$ cat config.mk
export PLATFORM = sky130hd
export DESIGN_NAME = alu_host_sequencer
export DESIGN_NICKNAME = d
export VERILOG_FILES = /design/src/rtl/alu_host_sequencer_pkg.sv /design/src/rtl/alu_watchdog_counter.sv /design/src/rtl/alu_host_sequencer.sv
export SDC_FILE = /design/constraint.sdc
export NUM_CORES = 1
export LEC_CHECK = 0
export BUFFER_PORTS_ARGS = -buffer_cell sky130_fd_sc_hd__buf_2
export CAP_MARGIN = 40
export CORE_ASPECT_RATIO = 1.25
export CORE_UTILIZATION = 45
export CTS_CLUSTER_DIAMETER = 60
export DETAILED_ROUTE_END_ITERATION = 7
export PLACE_DENSITY_LB_ADDON = 0.12
export SLEW_MARGIN = 20
export SYNTH_ARGS = -nofsm -noshare
export SYNTH_HDL_FRONTEND = slang
export SYNTH_SLANG_ARGS = --single-unit
$ cat constraint.sdc
create_clock -name clk -period 4.8 [get_ports clk]
set_input_delay 0.96 -clock clk [delete_from_list [all_inputs] [get_ports clk]]
set_output_delay 0.96 -clock clk [all_outputs]
set_load 0.02 [all_outputs]
$ cat src/rtl/alu_host_sequencer_pkg.sv
// Shared definitions for the ALU host sequencer.
//   - op_code constants driven onto the control unit's op_code input
//   - host FSM state encoding
//   - words_per_op(): number of operand words streamed onto INBUS per op
package alu_host_sequencer_pkg;

  localparam logic [1:0] OP_ADD = 2'b00;
  localparam logic [1:0] OP_SUB = 2'b01;
  localparam logic [1:0] OP_MUL = 2'b10;
  localparam logic [1:0] OP_DIV = 2'b11;

  typedef enum logic [1:0] {
    ST_IDLE = 2'd0,
    ST_SEND = 2'd1,
    ST_WAIT = 2'd2,
    ST_RESP = 2'd3
  } host_state_e;

  // Divide needs a double-width dividend (A:Q) plus the divisor; all other
  // ops load one operand register plus M.
  function automatic logic [1:0] words_per_op(input logic [1:0] op);
    return (op == OP_DIV) ? 2'd3 : 2'd2;
  endfunction

endpackage

$ cat src/rtl/alu_watchdog_counter.sv
// Watchdog counter for the host sequencer's WAIT state.
// Ports:
//   clk         in   clock, rising edge
//   reset_input in   asynchronous active-high reset
//   clear_i     in   synchronous clear to zero (has priority over enable_i)
//   enable_i    in   count up by one per cycle; holds at terminal count
//   tc_o        out  high while the count equals TIMEOUT-1
module alu_watchdog_counter #(
  parameter int TIMEOUT = 64,
  parameter int TCNT_W  = 7
) (
  input  logic clk,
  input  logic reset_input,
  input  logic clear_i,
  input  logic enable_i,
  output logic tc_o
);

  localparam logic [TCNT_W-1:0] TC_VAL = TCNT_W'(TIMEOUT - 1);

  logic [TCNT_W-1:0] count_q, count_d;

  assign tc_o = (count_q == TC_VAL);

  // NOTE: every signal assigned in a combinational block gets a default
  // first, so no path leaves it unassigned and no latch is inferred.
  always_comb begin
    count_d = count_q;
    if (clear_i) begin
      count_d = '0;
    end else if (enable_i && !tc_o) begin
      count_d = count_q + TCNT_W'(1);
    end
  end

  // NOTE: state registers use non-blocking assignments so every flop samples
  // the pre-edge values, independent of statement order.
  always_ff @(posedge clk or posedge reset_input) begin
    if (reset_input) begin
      count_q <= '0;
    end else begin
      count_q <= count_d;
    end
  end

endmodule

$ cat src/rtl/alu_host_sequencer.sv
// Host-side driver for the ALU control unit's BEGIN/INBUS/OUTBUS/END protocol.
// Accepts one request (valid/ready), pulses BEGIN, streams the operand words,
// captures the A/Q words pushed back on OUTBUS and returns them as a response.
// A watchdog aborts the ALU and flags an error if END never arrives.
// Ports:
//   clk, reset_input                clock / async active-high reset
//   req_valid/req_ready             request handshake; req_ready only in IDLE
//   req_op, req_a, req_q, req_m     operation and operand words
//   alu_begin, alu_op, alu_inbus    BEGIN, op_code and INBUS to control unit
//   alu_push_a/q, alu_outbus        OUTBUS capture strobes and data
//   alu_end                         END from control unit
//   alu_abort                       one-cycle ALU reset pulse on watchdog expiry
//   rsp_valid/rsp_ready             response handshake
//   rsp_hi, rsp_lo, rsp_error       captured A word, Q word, watchdog error
module alu_host_sequencer
  import alu_host_sequencer_pkg::*;
#(
  parameter int WIDTH   = 8,
  parameter int TIMEOUT = 64,
  parameter int TCNT_W  = 7
) (
  input  logic             clk,
  input  logic             reset_input,
  input  logic             req_valid,
  output logic             req_ready,
  input  logic [1:0]       req_op,
  input  logic [WIDTH-1:0] req_a,
  input  logic [WIDTH-1:0] req_q,
  input  logic [WIDTH-1:0] req_m,
  output logic             alu_begin,
  output logic [1:0]       alu_op,
  output logic [WIDTH-1:0] alu_inbus,
  input  logic             alu_push_a,
  input  logic             alu_push_q,
  input  logic [WIDTH-1:0] alu_outbus,
  input  logic             alu_end,
  output logic             alu_abort,
  output logic             rsp_valid,
  input  logic             rsp_ready,
  output logic [WIDTH-1:0] rsp_hi,
  output logic [WIDTH-1:0] rsp_lo,
  output logic             rsp_error
);

  host_state_e      state_q, state_d;
  logic [1:0]       op_q, op_d;
  logic [WIDTH-1:0] a_q, a_d, q_q, q_d, m_q, m_d;
  logic [WIDTH-1:0] hi_q, hi_d, lo_q, lo_d;
  logic [1:0]       idx_q, idx_d;
  logic             err_q, err_d;
  logic             abort_q, abort_d;
  logic             wd_tc;

  // The counter sits at zero outside WAIT, so it restarts on every WAIT entry.
  alu_watchdog_counter #(
    .TIMEOUT (TIMEOUT),
    .TCNT_W  (TCNT_W)
  ) u_watchdog (
    .clk         (clk),
    .reset_input (reset_input),
    .clear_i     (state_q != ST_WAIT),
    .enable_i    (state_q == ST_WAIT),
    .tc_o        (wd_tc)
  );

  always_comb begin
    state_d = state_q;
    op_d    = op_q;
    a_d     = a_q;
    q_d     = q_q;
    m_d     = m_q;
    hi_d    = hi_q;
    lo_d    = lo_q;
    idx_d   = idx_q;
    err_d   = err_q;
    abort_d = 1'b0;
    case (state_q)
      ST_IDLE: begin
        if (req_valid) begin
          op_d    = req_op;
          a_d     = req_a;
          q_d     = req_q;
          m_d     = req_m;
          hi_d    = '0;
          lo_d    = '0;
          err_d   = 1'b0;
          idx_d   = 2'd0;
          state_d = ST_SEND;
        end
      end
      ST_SEND: begin
        if (idx_q == words_per_op(op_q) - 2'd1) begin
          idx_d   = 2'd0;
          state_d = ST_WAIT;
        end else begin
          idx_d = idx_q + 2'd1;
        end
      end
      ST_WAIT: begin
        // Push order varies by op; each strobe simply loads its own register.
        if (alu_push_a) hi_d = alu_outbus;
        if (alu_push_q) lo_d = alu_outbus;
        // END in the expiry cycle takes priority over the watchdog.
        if (alu_end) begin
          err_d   = 1'b0;
          state_d = ST_RESP;
        end else if (wd_tc) begin
          err_d   = 1'b1;
          abort_d = 1'b1;
          state_d = ST_RESP;
        end
      end
      ST_RESP: begin
        if (rsp_ready) state_d = ST_IDLE;
      end
      default: state_d = ST_IDLE;
    endcase
  end

  always_ff @(posedge clk or posedge reset_input) begin
    if (reset_input) begin
      state_q <= ST_IDLE;
      op_q    <= '0;
      a_q     <= '0;
      q_q     <= '0;
      m_q     <= '0;
      hi_q    <= '0;
      lo_q    <= '0;
      idx_q   <= '0;
      err_q   <= 1'b0;
      abort_q <= 1'b0;
    end else begin
      state_q <= state_d;
      op_q    <= op_d;
      a_q     <= a_d;
      q_q     <= q_d;
      m_q     <= m_d;
      hi_q    <= hi_d;
      lo_q    <= lo_d;
      idx_q   <= idx_d;
      err_q   <= err_d;
      abort_q <= abort_d;
    end
  end

  // INBUS word order follows the control unit's load sequence per op.
  always_comb begin
    alu_inbus = '0;
    if (state_q == ST_SEND) begin
      case (op_q)
        OP_MUL:  alu_inbus = (idx_q == 2'd0) ? q_q : m_q;
        OP_DIV: begin
          case (idx_q)
            2'd0:    alu_inbus = a_q;
            2'd1:    alu_inbus = q_q;
            default: alu_inbus = m_q;
          endcase
        end
        default: alu_inbus = (idx_q == 2'd0) ? a_q : m_q;
      endcase
    end
  end

  assign req_ready = (state_q == ST_IDLE);
  assign alu_begin = (state_q == ST_SEND) && (idx_q == 2'd0);
  assign alu_op    = op_q;
  assign alu_abort = abort_q;
  assign rsp_valid = (state_q == ST_RESP);
  assign rsp_hi    = hi_q;
  assign rsp_lo    = lo_q;
  assign rsp_error = err_q;

endmodule
==> run summary <==
The number of nets with antenna violations after detailed routing came out at 0. VDD sags by at most roughly 0.28 mV. Cell internal power was estimated by the tool at approximately 1.2 mW. The startpoint identified for the worst register-to-register timing path is state_q[0]$_DFFE_PP0P_.

The run finished with clean final reports. The mean instance size in the synthesized netlist is roughly 11 um^2. The netlist area before placement came out at 2830 um^2.

The total global routing overflow came out at 0. In this run the static leakage power is about 1.6 nW. The first global-routing pass estimated 9.74 mm of wire.

The net count of the finished layout is 371. The horizontal die dimension is 73.0 um. The worst setup margin came out at approximately 1.6 ns. The number of nets handed over by synthesis was between 300 and 400. The total power came out at between 2 and 2.5 mW. The count of standard-cell rows came out at 31. The number of gates resized after CTS was 0.

The power density over cell area is 626 nW/um^2. The biggest fanout along the worst timing path came out at 12. The initial detailed-routing violation count is between 90 and 100. The total number of yosys warnings is 0.

The initial antenna violation count came to 0. The share of synthesized area occupied by flip-flops and latches came out at between 40% and 50%. The setup-violating endpoint count in the final report came out at 0. Using the TritonRoute via totals, the vias-per-cell ratio works out to about 5.3.

The total half-perimeter wirelength after legalization and detailed placement is 4.23 mm. For this run, asynchronously set or reset flops after synthesis account for 100%. The number of detailed-route iterations in the first pass is 4. The CTS tree is built.

The maximum number of pins on one net before global-route repair came out at 56. The floorplan step defined a die boundary enclosing approximately 6600 um^2. The smallest clock period supported by the final layout is computed as between 3 and 4 ns.

Following the worst setup path forward leads to its endpoint at alu_inbus[3]. In this run, the clock network consumes 12.0% of the power. The synthesis-to-layout area growth is 17.9%.

The CTS sink count came out at 55. At the placement stage, the worst setup path has a slack of approximately 2.0 ns. The starting density of the core is between 40 and 50%. The depth of the worst register-to-register path is 5. In this run the worst setup path begins at idx_q[1]$_DFFE_PP0P_. After synthesis, the netlist uses 43 different library cells. The number of global-route vias before repair came out at 2,045. The share of the clock period used by the worst path is 65.8%. In the routed design, unresolved DRC markers number 0.

The clock transition at the registers of the reported paths is around 0.1 ns. The maximum root-to-sink buffer count came out at 2. The type of element capturing the critical path is a primary output.

The max-cap check violation count came out at 0. The layout cell share with drive strength beyond 1 came out at 40.1%. In this run the standard cell core region covers around 6000 um^2. The tightest slew margin relative to the limit is around 54%.

The placer's final routability congestion estimate is ~0.8. The via total after detailed routing came out at between 2,000 and 2,500. The layout has 541 filler cells. Combinational logic is responsible for 50.8% of the overall power. Clock tree synthesis inserted a total of 5 buffers. Port buffering added between 70 and 80 buffers. For the pin with the worst max-slew slack, the measured transition is between 0.6 and 0.7 ns. The share of power burned in registers is between 30% and 40%.

The worst setup path is launched from a register. For this run, the top clock speed supported by timing is 317 MHz. In this run the clock root is driven by a clkbuf_8. The count of hold-fix buffers inserted at cts is 0. The critical path is of the reg -> out type.

The level count of the clock H-tree is 2. In the synthesized netlist, the number of instances is around 250. Once the clock tree was built, the setup fixing pass inserted 0 buffers.

The final-layout setup total negative slack is 0 ns. The min-delay analysis places its worst path in the category reg -> reg. The antenna diode instance count came out at 0. The fraction of power spent switching nets came out at approximately two fifths. The final count of pins violating max slew came to 0. The final number of hold-violating endpoints came out at 0. The sum of routed wire length over all layers came out at about 5.8 mm.

The hold slack came out at approximately 0.5 ns. The worst-skew pair later-pin latency came out at roughly 0.30 ns. The I/O pin count is 72. The required arrival time at the worst endpoint is 3.84 ns. The setup check on the worst reg-to-reg path leaves a slack of 2.43 ns. The most used flip-flop cell after synthesis is dfrtp_1.

The net switching component of the power came out at around 0.87 mW. Setup repair after global routing left no endpoint under its margin. Dividing the detail-routed wire length by the instance count gives ~14 um. In this run the critical register-to-register path is captured at rsp_hi[0]$_DFFE_PP0P_. The data arrival time of the worst path came out at 2.20 ns.

The worst-case clock skew is about 0.0077 ns. The global-route total usage across every layer is 18.9%. The number of synthesized flops with an enable pin is 0. The vertical die dimension is 90.7 um. The flip-flop and latch count after synthesis came out at 55.
## worst max-delay path: stages, from the launching register on
cell and delay, ns:
dfrtp_1 0.41, inv_1 0.11, ha_1 0.38, nand2b_1 0.30
a22o_1 0.16, o21ai_0 0.08, a221oi_1 0.26, buf_2 0.22
## logic make-up after synthesis
| logic type | count (synthesis) | synth area share [%] |
|---|---|---|
| xor gates and xnor gates | 1 | 0.309 |
| DFF | 55 | 48.6 |
| adders and majority gates | 9 | 3.98 |
| buffers and inverters | 23 | 3.40 |
| and+or+nand+nor | 60 | 11.3 |
| AOI/OAI and AO/OA | 58 | 14.2 |
| muxes | 46 | 18.2 |
## cell type report
class	instances	area, um^2	area share [%]
inverters	12	45.0	1.35
flip-flops and latches	55	1380	41.2
repair buffers	73	370	11.1
well taps	82	103	3.07
multi-input cells	174	1360	40.7
clock inverters	2	12.5	0.375
clock buffers	6	72.6	2.17
## cells in the mapped netlist, drive strengths merged (2+ instances only)
master  number  share of area [%]
dfrtp       55                 49
mux2        44                 17
o21ai       16                2.8
nand2       14                1.9
nand2b      14                3.1
inv         12                1.6
and2        11                2.5
ha           9                4.0
nor2         8                1.1
clkbuf       7                1.0
a21oi        6                1.3
a31oi        5                1.1
a221oi       4                1.2
a22o         4                1.2
buf          4               0.79
nor3         4               0.71
o22ai        4               0.88
a211oi       3               0.79
a21boi       3               0.79
nand3        3               0.53
a22oi        2               0.53
mux2i        2               0.71
o211ai       2               0.53
o21a         2               0.53
## flip-flops by register name (all words and copies together), names as in the netlist
signal	count
a_q	8
rsp_error	1
alu_op	2
rsp_hi	8
q_q	8
u_watchdog.count_q	7
state_q	2
idx_q	2
alu_abort	1
rsp_lo	8
m_q	8
## metrics by stage
stage / std cells / instance area (um^2) / util, %
after floorplan: 252 / 2830 / -
after global placement: 396 / 3250 / 54.8
after detailed placement: 396 / 3250 / 54.8
after CTS: 404 / 3340 / 56.3
after global routing: 404 / 3340 / 56.3
final: 404 / 3340 / 56.3
## layout by cell type, fill, tap and decap left out, types with 5 or more instances in the layout
cell and count:
and2_1 10, clkbuf_8 5, mux2_2 43, inv_1 11, ha_1 9, a31oi_1 5, nand2b_1 14, o21ai_0 16
dfrtp_1 55, nand2_1 14, buf_2 71, nor2_1 8
## power by group through the flow
stage	Sequential, mW	Combinational [mW]	Clock, mW
CTS	0.779	1.07	0.262
finish	0.777	1.06	0.251
global route	0.804	1.18	0.277
detailed placement	0.789	1.07	0
global placement	0.785	1.06	0
floorplan	0.778	0.809	0
## how the worst min path moves through the flow
stage	end	cells after the start	start	slack, ns
6_report	u_watchdog.count_q[3]$_DFFE_PP0P_	1	u_watchdog.count_q[3]$_DFFE_PP0P_	0.51
5_1_grt	rsp_lo[5]$_DFFE_PP0P_	1	rsp_lo[5]$_DFFE_PP0P_	0.53
4_1_cts	rsp_lo[3]$_DFFE_PP0P_	1	rsp_lo[3]$_DFFE_PP0P_	0.51
3_5_place_dp	rsp_lo[3]$_DFFE_PP0P_	1	rsp_lo[3]$_DFFE_PP0P_	0.49
3_3_place_gp	rsp_hi[6]$_DFFE_PP0P_	1	rsp_hi[6]$_DFFE_PP0P_	0.49
2_1_floorplan	u_watchdog.count_q[3]$_DFFE_PP0P_	1	u_watchdog.count_q[3]$_DFFE_PP0P_	0.46
## per-layer routing
metal	track usage, %	wire length [um]	vias to the layer above
met4	4.90	59	0
met5	0	0	-
li1	-	-	1045
met3	4.46	292	5
met1	23.4	2550	1029
met2	32.4	2910	61
(Power assumes the default switching activity.)
